===== config.mk =====
export PLATFORM = sky130hd
export DESIGN_NAME = enclave_op_dispatcher
export DESIGN_NICKNAME = d
export VERILOG_FILES = /design/src/rtl/enclave_op_dispatcher.sv
export SDC_FILE = /design/constraint.sdc
export NUM_CORES = 1
export LEC_CHECK = 0
export CAP_MARGIN = 5
export CORE_ASPECT_RATIO = 0.8
export CORE_MARGIN = 4
export CORE_UTILIZATION = 55
export CTS_BUF_LIST = sky130_fd_sc_hd__clkbuf_16
export DETAILED_ROUTE_END_ITERATION = 8
export PLACE_DENSITY = 0.86
export SLEW_MARGIN = 40
export SYNTH_ARGS = -nofsm -noshare
export SYNTH_HDL_FRONTEND = slang
export SYNTH_SLANG_ARGS = --single-unit

===== constraint.sdc =====
create_clock -name clk -period 6.2 [get_ports clk]
set_clock_uncertainty 0.15 [all_clocks]
set_input_delay 1.86 -clock clk [delete_from_list [all_inputs] [get_ports clk]]
set_output_delay 1.86 -clock clk [all_outputs]
set_load 0.1 [all_outputs]

===== src/rtl/enclave_op_dispatcher.sv =====
// enclave_op_dispatcher
//   Host-side command issuer for the encrypt/decrypt/add/mult sequencing
//   controller. Host commands are queued in a small FIFO and issued one at a
//   time: each issue registers the command fields onto the ctrl_* outputs and
//   raises ctrl_config_en for one cycle. The block then waits for ctrl_done or
//   a timeout and returns a tagged response that reports the BUSY cycle count.
//
// Ports
//   clk, rst            clock; synchronous active-high reset
//   cmd_*               host command (valid/ready handshake) into the FIFO
//   ctrl_*              configuration interface of the controller, plus its done flag
//   rsp_*               response to the host (valid/ready handshake)
//   busy                FSM is not in IDLE
//   fifo_count          registered FIFO occupancy
module enclave_op_dispatcher #(
  parameter int unsigned ADDR_WIDTH     = 10,
  parameter int unsigned BIG_N          = 30,
  parameter int unsigned TAG_WIDTH      = 4,
  parameter int unsigned FIFO_DEPTH     = 4,
  parameter int unsigned FIFO_AW        = 2,
  parameter int unsigned CYC_WIDTH      = 12,
  parameter int unsigned TIMEOUT_CYCLES = 2000
) (
  input  logic                  clk,
  input  logic                  rst,
  input  logic                  cmd_valid,
  output logic                  cmd_ready,
  input  logic [1:0]            cmd_opcode,
  input  logic [ADDR_WIDTH-1:0] cmd_op1_addr,
  input  logic [ADDR_WIDTH-1:0] cmd_op2_addr,
  input  logic [ADDR_WIDTH-1:0] cmd_out_addr,
  input  logic [BIG_N-1:0]      cmd_noise,
  input  logic [TAG_WIDTH-1:0]  cmd_tag,
  output logic                  ctrl_config_en,
  output logic [1:0]            ctrl_opcode,
  output logic [ADDR_WIDTH-1:0] ctrl_op1_base_addr,
  output logic [ADDR_WIDTH-1:0] ctrl_op2_base_addr,
  output logic [ADDR_WIDTH-1:0] ctrl_out_base_addr,
  output logic [BIG_N-1:0]      ctrl_noise,
  input  logic                  ctrl_done,
  output logic                  rsp_valid,
  input  logic                  rsp_ready,
  output logic [TAG_WIDTH-1:0]  rsp_tag,
  output logic                  rsp_timeout,
  output logic [CYC_WIDTH-1:0]  rsp_cycles,
  output logic                  busy,
  output logic [FIFO_AW:0]      fifo_count
);

  localparam logic [FIFO_AW:0]     FULL_COUNT  = (FIFO_AW+1)'(FIFO_DEPTH);
  localparam logic [CYC_WIDTH-1:0] TIMEOUT_VAL = CYC_WIDTH'(TIMEOUT_CYCLES);

  typedef enum logic [1:0] {
    IDLE,
    ISSUE,
    BUSY,
    RETIRE
  } state_t;

  typedef struct packed {
    logic [1:0]            opcode;
    logic [ADDR_WIDTH-1:0] op1;
    logic [ADDR_WIDTH-1:0] op2;
    logic [ADDR_WIDTH-1:0] out;
    logic [BIG_N-1:0]      noise;
    logic [TAG_WIDTH-1:0]  tag;
  } cmd_t;

  state_t               state, state_next;
  cmd_t                 mem [FIFO_DEPTH];
  cmd_t                 head;
  logic [FIFO_AW-1:0]   wr_ptr, rd_ptr;
  logic [FIFO_AW:0]     count;
  logic                 push, pop;
  logic [TAG_WIDTH-1:0] tag_q;
  logic [CYC_WIDTH-1:0] cyc_cnt, cyc_inc;
  logic                 timeout_hit;

  assign cmd_ready  = (count != FULL_COUNT);
  assign push       = cmd_valid && cmd_ready;
  assign pop        = (state == IDLE) && (count != '0);
  assign head       = mem[rd_ptr];
  assign fifo_count = count;

  // Counter value including the current BUSY cycle, saturating at all-ones.
  assign cyc_inc     = (cyc_cnt == '1) ? cyc_cnt : cyc_cnt + 1'b1;
  assign timeout_hit = (cyc_inc >= TIMEOUT_VAL);

  always_ff @(posedge clk) begin
    if (push) begin
      mem[wr_ptr] <= '{opcode: cmd_opcode, op1: cmd_op1_addr, op2: cmd_op2_addr,
                       out: cmd_out_addr, noise: cmd_noise, tag: cmd_tag};
    end
  end

  always_ff @(posedge clk) begin
    if (rst) begin
      wr_ptr <= '0;
      rd_ptr <= '0;
      count  <= '0;
    end else begin
      if (push) wr_ptr <= wr_ptr + 1'b1;
      if (pop)  rd_ptr <= rd_ptr + 1'b1;
      case ({push, pop})
        2'b10:   count <= count + 1'b1;
        2'b01:   count <= count - 1'b1;
        default: count <= count;
      endcase
    end
  end

  always_ff @(posedge clk) begin
    if (rst) begin
      state              <= IDLE;
      ctrl_opcode        <= '0;
      ctrl_op1_base_addr <= '0;
      ctrl_op2_base_addr <= '0;
      ctrl_out_base_addr <= '0;
      ctrl_noise         <= '0;
      tag_q              <= '0;
      cyc_cnt            <= '0;
      rsp_tag            <= '0;
      rsp_timeout        <= 1'b0;
      rsp_cycles         <= '0;
    end else begin
      state <= state_next;
      if (pop) begin
        ctrl_opcode        <= head.opcode;
        ctrl_op1_base_addr <= head.op1;
        ctrl_op2_base_addr <= head.op2;
        ctrl_out_base_addr <= head.out;
        ctrl_noise         <= head.noise;
        tag_q              <= head.tag;
        cyc_cnt            <= '0;
      end
      if (state == BUSY) begin
        cyc_cnt <= cyc_inc;
        // Done takes priority over a timeout landing in the same cycle.
        if (ctrl_done) begin
          rsp_tag     <= tag_q;
          rsp_timeout <= 1'b0;
          rsp_cycles  <= cyc_inc;
        end else if (timeout_hit) begin
          rsp_tag     <= tag_q;
          rsp_timeout <= 1'b1;
          rsp_cycles  <= TIMEOUT_VAL;
        end
      end
    end
  end

  always_comb begin
    state_next     = state;
    ctrl_config_en = 1'b0;
    rsp_valid      = 1'b0;
    busy           = (state != IDLE);
    case (state)
      IDLE:   if (count != '0) state_next = ISSUE;
      ISSUE: begin
        ctrl_config_en = 1'b1;
        state_next     = BUSY;
      end
      // ctrl_done is only looked at here, so a stale level cannot retire a new op.
      BUSY:   if (ctrl_done || timeout_hit) state_next = RETIRE;
      RETIRE: begin
        rsp_valid = 1'b1;
        if (rsp_ready) state_next = IDLE;
      end
      default: state_next = IDLE;
    endcase
  end

endmodule


==> results.md, run 1 <==
STA:
- Setup violations remaining at the end of the flow were counted as 0.
- The number of pins exceeding their max-slew limit in the final report is 0.
- The final-layout setup total negative slack is 0 ns.
- The final-report hold violation count is 0.
- The peak clock frequency supported by timing is 267.0 MHz.
- Setup repair after global routing left no endpoint under its margin.
- Headroom to the max-slew limit came out at 46.67%.
- At the pin with the least slew margin, the transition time is 0.8000 ns.
- The tightest hold margin is 0.3009 ns.
- The ratio of final minimum period to clock period is 60.41%.
- The smallest clock period supported by the final layout is computed as 3.745 ns.

Hold path:
- The kind of path behind the tightest hold check is reg2reg.

Route:
- For this run, design rule violations remaining after detail routing come to 0.
- Once detail routing completed, the nets flagged for antenna violations numbered 0.
- The violation count after the first detailed-routing iteration is 770.
- The vias after detailed routing is 8135.
- The first TritonRoute pass finished after 5 iterations.
- After detailed routing, no signal wire sits above met5.
- After detailed routing, the wire length on met1 is 12180 um.
- After detailed routing, the met3 layer carries 2574 um of wire.
- The detailed-routed wire length on met2 is 14790 um.
- The routed design has 30280 um of wire.
- The vias per cell is 5.878.
- Dividing the detail-routed wire length by the instance count gives 21.88 um.

Finish:
- The area overhead of the layout relative to synthesis is 18.78%.
- The post-layout net count is 1120.
- The fraction of final layout cells sized beyond drive strength 1 is 21.88%.
- Once layout is complete, the utilization of the core stands at 67.14%.
- After routing the design area is 16490 sq um.
- The top cell types in the final layout, fill and taps aside, are sky130_fd_sc_hd__edfxtp_1, sky130_fd_sc_hd__nand2_1, sky130_fd_sc_hd__dfxtp_1.
- The most common library cell in the layout ignoring fill and taps is sky130_fd_sc_hd__edfxtp_1.

Synth:
- For this run, the leading register cell type out of synthesis is sky130_fd_sc_hd__edfxtp_1.
- In this run, synthesis produced a sequential element count of 368.
- In this run, synthesis inferred 264 flip-flops with an integrated enable.
- Synthesis handed over a netlist of 889 instances.
- Summing every instance area after synthesis gives 13890 sq um.
- For this run, the number of Yosys warnings is 0.
- A synthesized cell averages 15.62 sq um.
- After synthesis, the share of flip-flops with an asynchronous set or reset is 0%.
- The number of different library cells used by synthesis comes to 57.
- Sequential cells were found to cover 72.08% of the synthesized design area.
- The number of nets in the synthesized netlist is 971.

Floorplan:
- The number of core rows is 51.
- The number of top-level pins is 157.
- The die is 185.7 um wide.
- The vertical die dimension is 150.1 um.
- The total core area is 24570 sq um.
- The initial utilization of the core area, before any placement, comes to 56.53%.
- The floorplan step defined a die boundary enclosing 27870 sq um.

Placed design:
- The post-placement cell area is 15350 sq um.
- The congestion estimate from routability-driven global placement came to 0.8295.
- The estimated wirelength of the detail-placed design is 17910 um.
- In this run the tool buffered the top-level ports with 156 buffer cells.

Clocking:
- The post-cts resize count is 0.
- The clock passes through at most 3 buffers.
- The sink count of the clock tree is 368.
- Post-CTS timing repair inserted 0 buffers for setup.
- At the later pin of the worst-skew pair, clock insertion delay measures 0.52 ns.
- The root cell of the clock tree is sky130_fd_sc_hd__clkbuf_16.
- After clock tree synthesis, the flow added hold-fix buffers numbering 0.
- The TritonCTS clock tree is yes.
- The number of buffers created by CTS is 36.
- The deepest level of the CTS H-tree is 2.
- The clock edge transition at the registers on the reported setup and hold paths is 0.06 ns.

Critical path:
- STA classifies the critical path startpoint as a register.
- The biggest fanout along the worst timing path is 6.
- Data on the critical path is required at its endpoint by 4.19 ns.
- The worst endpoint data arrival time is 1.74 ns.
- The kind of critical path is reg2out.
- The worst setup path is captured at a primary output.

Power:
- The maximum vdd ir drop is 0.0004750 V.
- In this run the power density over the cells is 521.3 nW/um^2.
- The static leakage power is 5.709 nW.

Global routing:
- The number of global-route vias before repair was 8240.
- The number of antenna violations at the first check in global routing is 4.
- Across every metal layer, demand over resource in global routing totals 21.84%.
- The largest net degree at the start of global routing is 89.
- The first global-routing pass estimated 46550 um of wire.
- The global route total overflow is 0.

Job:
- Across the run, the number of max-cap violations was 0.

Status:
- The flow ran to the end, and the final reports show no timing, DRC or antenna violations.
-- routing by layer --
metal	GRT usage (%)	vias up
li1	-	3652
met1	30.58	4037
met2	35.14	380
met3	4.807	60
met4	6.336	6
met5	0	-
-- flip-flops by register name, summed over array words and instances (netlist names) --
signal              count
mem                   264
cyc_cnt                12
ctrl_noise             30
ctrl_op2_base_addr     10
ctrl_opcode             2
state                   2
fifo_count              3
rsp_cycles             12
ctrl_out_base_addr     10
tag_q                   4
rsp_tag                 4
rd_ptr                  2
ctrl_op1_base_addr     10
wr_ptr                  2
rsp_timeout             1
-- per-stage QoR --
| step | setup slack (ns) | std cells | power, W |
|---|---|---|---|
| 6_report | 2.455 | 1384 | 0.008598 |
| 5_1_grt | 2.357 | 1384 | 0.008969 |
| 4_1_cts | 2.461 | 1382 | 0.008627 |
| 3_5_place_dp | 2.069 | 1317 | 0.006532 |
| 3_3_place_gp | 2.114 | 1312 | 0.006614 |
| 2_1_floorplan | 1.832 | 889 | 0.005836 |
-- critical path, stage by stage (launching register included) --
cell	delay, ns
sky130_fd_sc_hd__dfxtp_1	0.38
sky130_fd_sc_hd__inv_1	0.10
sky130_fd_sc_hd__nand3_1	0.26
sky130_fd_sc_hd__buf_2	0.49
-- cells by family (layout without fill, tap and decap cells) --
kind of cell / after synthesis / after routing / share of synthesized area [%]
flops: 368 / 368 / 72.08
simple gates: 229 / 229 / 7.217
compound gates: 132 / 132 / 5.938
mux: 74 / 74 / 11.30
buf+inv: 68 / 244 / 1.982
fa+ha+maj: 11 / 11 / 1.045
xor+xnor: 7 / 7 / 0.4415
other cells: 0 / 1 / 0
-- cell usage after synthesis (all sizes together) (5+ instances only) --
master,count,area [sq um]
edfxtp,264,7928
nand2,164,615.6
dfxtp,104,2082
a21oi,86,430.4
mux4,66,1486
clkbuf,32,120.1
nor2,26,97.59
buf,21,98.85
inv,13,48.80
ha,10,125.1
o21ai,10,57.56
a31oi,6,50.04
mux2i,6,60.06
nand3,6,42.54
nor3,6,30.03
a311oi,5,61.31
and3,5,31.28
o21a,5,37.54
xor2,5,43.79
-- path summary, 6_finish.rpt --
path                                    from                    endpoint  slack, ns  cells after the start
setup / recovery  fifo_count[0]$_SDFFE_PP0P_                   cmd_ready       2.45                      3
hold / removal    ctrl_noise[2]$_SDFFE_PP0P_  ctrl_noise[2]$_SDFFE_PP0P_       0.30                      2
setup reg to reg       state[0]$_SDFFE_PP0P_     cyc_cnt[1]$_SDFFE_PP0P_       3.00                     10
hold reg to reg   ctrl_noise[2]$_SDFFE_PP0P_  ctrl_noise[2]$_SDFFE_PP0P_       0.30                      2
-- where the power goes --
part | switching [W] | total, W | internal (W)
clock network | 0.000899 | 0.00209 | 0.00119
logic | 0.00246 | 0.00320 | 0.000741
registers | 0.000222 | 0.00331 | 0.00309
-- area by class of cell --
type	count	area [sq um]
Inverter	15	56.30
Clock inverter	29	222.7
Antenna cell	1	2.502
Sequential cell	368	10020
Clock buffer	36	900.9
Multi-Input combinational cell	453	3630
Fill cell	1614	8073
Timing Repair Buffer	164	1267
Tap cell	318	397.9
Power figures use the tool's default switching activity.
==> inputs of run 2 (changes only) <==
Clock period 6.2 ns to 3.75 ns, I/O delays scaled along.
==> run 2 against run 1 <==
Against the previous run:
- sequential cell count is the same
- non-clock buffer count grew 6
- count of clock-buffer cells in the layout is the same
- global-route usage shrank 0.13 points
- critical path depth grew 4
- via count shrank 0.90%
- die area is the same
- combinational power grew 72%
- routed wire length shrank 1.8%
- final cell count grew 0.29%
- design area grew 1.8%
- critical path type is now reg2reg
==> results.md, run 2 (synthesis gave the netlist of run 1 again) <==
Status:
- The run finished with clean final reports.

Finish:
- The number of flip-flops in the largest register was 264 (unchanged).
- The library cells used most frequently in the layout, excluding fill and tap cells, are sky130_fd_sc_hd__edfxtp_1, sky130_fd_sc_hd__nand2_1, sky130_fd_sc_hd__dfxtp_1.
- The number of diodes is 0 (-1).
- The cell area after layout came to 16780 sq um (+1.8%).
- Compared with the post-synthesis result, the final layout area differs by 20.86%.
- The fraction of final layout cells sized beyond drive strength 1 came to 22.34% (+0.46 points).
- The largest registers in the layout are mem x264, ctrl_noise x30.
- Leaving out fill and tap cells, the most frequent cell in the layout is sky130_fd_sc_hd__edfxtp_1.
- Counting flops per register, the top entry is mem.
- The post-layout net count was 1125 (+0.45%).

Clocking:
- The count of hold-fix buffers inserted at cts was 0 (unchanged).
- The maximum root-to-sink buffer count is 3 (unchanged).
- The source-to-sink clock delay at the later pin of the worst-skew pair is 0.51 ns (about the same).
- The number of buffers created by CTS was 35 (-2.8%).
- The clock edge transition at the registers on the reported setup and hold paths is 0.06 ns (about the same).
- TritonCTS built the clock tree.
- The post-cts resize count came to 0 (unchanged).
- The total setup buffers inserted after CTS is 0 (unchanged).
- The sink count of the clock tree is 368 (unchanged).
- The root cell of the clock tree is sky130_fd_sc_hd__clkbuf_16.
- The deepest level of the CTS H-tree came to 2 (unchanged).

Global routing:
- The combined global-route utilization of all metal layers came to 21.71% (-0.13 points).
- The number of antenna violations at the first check in global routing is 4 (unchanged).
- The first-pass GRT wire length came to 46680 um (+0.28%).
- The global route total overflow is 0 (unchanged).
- The largest net degree at the start of global routing was 70 (-21%).
- The number of global-route vias before repair is 8226 (-0.17%).

Route:
- The detailed-router iteration count before antenna repair is 5 (unchanged).
- The remaining antenna violation count was 0 (unchanged).
- The wire length per cell after detailed routing came to 21.42 um (-2.1%).
- The number of remaining DRC errors is 0 (unchanged).
- The final wirelength is 29740 um (-1.8%).
- The violation count after the first detailed-routing iteration came to 681 (-12%).
- The vias after detailed routing came to 8062 (-0.90%).
- The vias per cell is 5.808 (-1.2%).

Critical path:
- The kind of critical path is reg2reg.
- The endpoint identified for the worst register-to-register timing path is rsp_cycles[5]$_SDFFE_PP0P_.
- The worst endpoint data arrival time came to 3.14 ns (+1.40 ns).
- The worst setup path is captured at a register.
- The biggest fanout along the worst timing path is 9 (+3).
- The logic depth of the worst register-to-register path is 7 (-3).
- The required time of the critical path is 4.00 ns (-0.19 ns).
- The internal reg-to-reg setup slack is 0.86 ns (-2.14 ns).
- STA classifies the critical path startpoint as a register.
- In this run the critical register-to-register path is launched from cyc_cnt[0]$_SDFFE_PP0P_.

STA:
- The final number of setup-violating endpoints is 0 (unchanged).
- The clock period could shrink to 2.894 ns.
- The final-report hold violation count is 0 (unchanged).
- The transition time of the tightest slew-check pin is 0.8134 ns (+0.01349 ns).
- The number of pins exceeding their max-slew limit in the final report is 0 (unchanged).
- The final-layout setup total negative slack is 0 ns (unchanged).
- The tightest slew margin relative to the limit is 45.77% (-0.90 points).
- The peak clock frequency supported by timing is 345.5 MHz.
- The ratio of final minimum period to clock period is 77.19%.
- Setup repair after global routing left no endpoint under its margin.
- The setup slack after layout was 0.8555 ns (-1.599 ns).

Power:
- The maximum vdd ir drop is 0.0009278 V (+95%).
- The static leakage power is 5.757 nW (+0.83%).
- The power density normalized to cell area is 858.1 nW/um^2 (+65%).

Hold path:
- The hold path startpoint is ctrl_noise[0]$_SDFFE_PP0P_.
- The worst hold endpoint is ctrl_noise[0]$_SDFFE_PP0P_.
- The number of stages on the worst hold path came to 2 (unchanged).
- The worst hold path belongs to the class reg2reg.

Floorplan:
- The number of top-level pins came to 157 (unchanged).
- The total core area is 24570 sq um (unchanged).
- The number of core rows is 51 (unchanged).
- The floorplan die width is 185.7 um (unchanged).
- The vertical die dimension came to 150.1 um (unchanged).
- The initial core utilization is 56.53% (unchanged).
- The full die area is 27870 sq um (unchanged).

Placed design:
- The final weighted congestion of routability-driven global placement is 0.8460 (+2.0%).
- The estimated wirelength of the detail-placed design came to 18320 um (+2.3%).
- The worst slack after detailed placement is 0.4233 ns (-1.646 ns).
- The port buffer count is 156 (unchanged).
- The post-placement cell area is 15660 sq um (+2.0%).

Job:
- The number of maximum-capacitance violations is 0 (unchanged).
-- run 2: area by class of cell --
class | instances | area, sq um
timing repair buffer | 170 | 1553
inverter | 15 | 56.30
clock inverter | 28 | 224.0
clock buffer | 36 | 900.9
tap | 318 | 397.9
fill | 1564 | 7784
multi-input combinational | 453 | 3635
sequential | 368 | 10020
-- run 2: metal layers --
metal,vias up,share of wire (%),track usage [%]
li1,3666,-,-
met1,3996,42,30.47
met2,335,48,35.03
met3,57,7.8,4.903
met4,8,2.0,5.790
met5,-,0.17,0
-- run 2: through the flow --
step / std cells / hold WS (ns) / util (%) / total power, W
final: 1388 / 0.3047 / 68.32 / 0.01440
after global routing: 1388 / 0.3197 / 68.32 / 0.01502
after detailed placement: 1324 / 0.2987 / 63.72 / 0.01106
after global placement: 1322 / 0.2943 / 63.56 / 0.01092
after floorplan: 889 / 0.2850 / - / 0.009639
after CTS: 1388 / 0.3076 / 68.30 / 0.01450
-- run 2: where the power goes --
part | internal, W | total, W | switching (W) | leakage (nW)
logic | 0.00142 | 0.00550 | 0.00408 | 1.91
registers | 0.00511 | 0.00548 | 0.000375 | 3.27
clock network | 0.00196 | 0.00343 | 0.00146 | 0.579
-- run 2: worst max-delay path, stage by stage (launching register included) --
cell,delay [ns]
sky130_fd_sc_hd__dfxtp_1,0.42
sky130_fd_sc_hd__ha_1,0.42
sky130_fd_sc_hd__and3_1,0.35
sky130_fd_sc_hd__nand3_1,0.13
sky130_fd_sc_hd__a31oi_2,0.35
sky130_fd_sc_hd__o211ai_2,0.26
sky130_fd_sc_hd__o31a_1,0.47
sky130_fd_sc_hd__a31o_1,0.25
-- run 2: how the worst max path moves through the flow --
stage,endpoint,depth (start not counted),from,slack [ns]
2_1_floorplan,fifo_count[2]$_SDFFE_PP0P_,9,fifo_count[2]$_SDFFE_PP0P_,0.10
3_3_place_gp,fifo_count[2]$_SDFFE_PP0P_,9,cmd_valid,0.45
3_5_place_dp,fifo_count[2]$_SDFFE_PP0P_,9,cmd_valid,0.42
4_1_cts,busy,4,state[0]$_SDFFE_PP0P_,0.87
5_1_grt,state[1]$_SDFFE_PP0P_,7,cyc_cnt[0]$_SDFFE_PP0P_,0.70
6_report,rsp_cycles[5]$_SDFFE_PP0P_,7,cyc_cnt[0]$_SDFFE_PP0P_,0.86
==> RTL change: new RTL, settings of run 2 <==
Make the reset (`rst`) asynchronous in 2 clocked blocks. Comments in the files are not updated.
--- a/src/rtl/enclave_op_dispatcher.sv
+++ b/src/rtl/enclave_op_dispatcher.sv
@@ -94,5 +94,5 @@
   end
 
-  always_ff @(posedge clk) begin
+  always_ff @(posedge clk or posedge rst) begin
     if (rst) begin
       wr_ptr <= '0;
@@ -110,5 +110,5 @@
   end
 
-  always_ff @(posedge clk) begin
+  always_ff @(posedge clk or posedge rst) begin
     if (rst) begin
       state              <= IDLE;
Formal check against the unedited RTL: differs if rst is asserted again (counterexample within 4 cycles, from zero or initial values and one cycle with rst high); with rst held inactive, the same outputs for 4 cycles.
==> RTL change against run 2 <==
- wire length is 3.8% higher
- cell count stayed put
- final area is 1.9% higher
- synthesized cell count is 2.1% lower
- area after synthesis is 2.3% higher
- fmax is 0.69% higher
- sequential cell count stayed put
- critical path type is now reg2out
- setup slack better by 0.020 ns
Power is left out: the tool's default activity adds up to more than one toggle a clock period on the data nets, which glitch-free logic cannot reach.
==> RTL change: results <==
[drt]
route.vias.total = 8079
routed_via_density = 5.82
first_pass_iters = 6
drt-initial-drc-count = 811
wl_um = 30900

[global_route]
grt_pass1_vias = 8272
gr-usage-all-layers_pct = 21.5
grt_pass1_wl_um = 47300
grt_max_degree = 105

[outcome]
status = finished, final reports clean

[yosys]
synth_cells = 870
ys_seq_area_share_pct = 74.1
ys_top_cells_by_area = edfxtp_1 (56%), dfrtp_1 (18%), mux4_2 (10%)
synthArstFlopShare_pct = 28.3
synthDistinctLibCells = 50
yosys-top-cells-count = edfxtp_1 (264), nand2_1 (225), dfrtp_1 (104)
mappedNetlistNets = 952
synth_ff_type = edfxtp_1

[placement]
place_inst = 1326
place_hpwl_um = 19000
pre_cts_slack_ns = 0.604
routabilityCongestion = 0.872
place_area_sq_um = 16100

[setup_path]
critPathMaxFanout = 4
arrival_ns = 1.60
cp_top_family = buffers and inverters
reg2reg_setup_slack_ns = 0.89
slowest_delay_ns = 0.39
cp_slowest_cell = dfrtp_1

[cells_and_area]
final_nets = 1122
drive_gt1_share_pct = 22.1

[hold_path]
hold_path_class = reg2reg

[sta]
whs_ns = 0.328
fmax_ghz = 0.348
tightest_slew_ns = 0.643

[die]
row_count = 52
## RTL change: changes by cell type after synthesis, sizes merged, moves of 5 or more
cell and delta:
dfrtp +104, dfxtp -104, a21oi -69, nand2 +61, nor2 -11, clkbuf -8, o21ai +6, o21a -5
o2bb2ai +5
## RTL change: metal layers
layer | part of all wire [%] | routed length, um | vias up | global-route usage (%)
li1 | - | - | 3581 | -
met1 | 41 | 12600 | 4111 | 29.7
met2 | 49 | 15200 | 327 | 35.6
met3 | 7.9 | 2430 | 52 | 5.66
met4 | 1.7 | 528 | 8 | 4.73
met5 | 0.21 | 64 | - | 0
## RTL change: cells by family after synthesis
| group | share of synthesized area (%) |
|---|---|
| AND/OR/NAND/NOR | 8.27 |
| flip-flops | 74.1 |
| XOR/XNOR | 0.616 |
| adder cells (fa/ha/maj) | 1.02 |
| AO/OA/AOI/OAI | 3.35 |
| buffers and inverters | 1.67 |
| multiplexers | 11.0 |
## RTL change: final timing paths
path / from / to / depth (start not counted)
max: state[0] / busy / 4
min: ctrl_noise[4] / ctrl_noise[4] / 2
max reg2reg: cyc_cnt[0] / rsp_tag[1] / 7
min reg2reg: ctrl_noise[4] / ctrl_noise[4] / 2
max in group asynchronous: rst / rd_ptr[1] / 3
min in group asynchronous: rst / rsp_cycles[6] / 3
## RTL change: cell type report
type                            count  area [sq um]
Clock inverter                     26           161
Clock buffer                       35           876
Timing Repair Buffer              177          1600
Multi-Input combinational cell    446          3470
Fill cell                        1647          8270
Tap cell                          324           405
Inverter                           12          48.8
Sequential cell                   368         10500
## RTL change: tightest hold or removal path, cell delays in order, from the launching register on
cell	delay [ns]
dfrtp_1	0.34
nand2_1	0.05
nand2_1	0.05
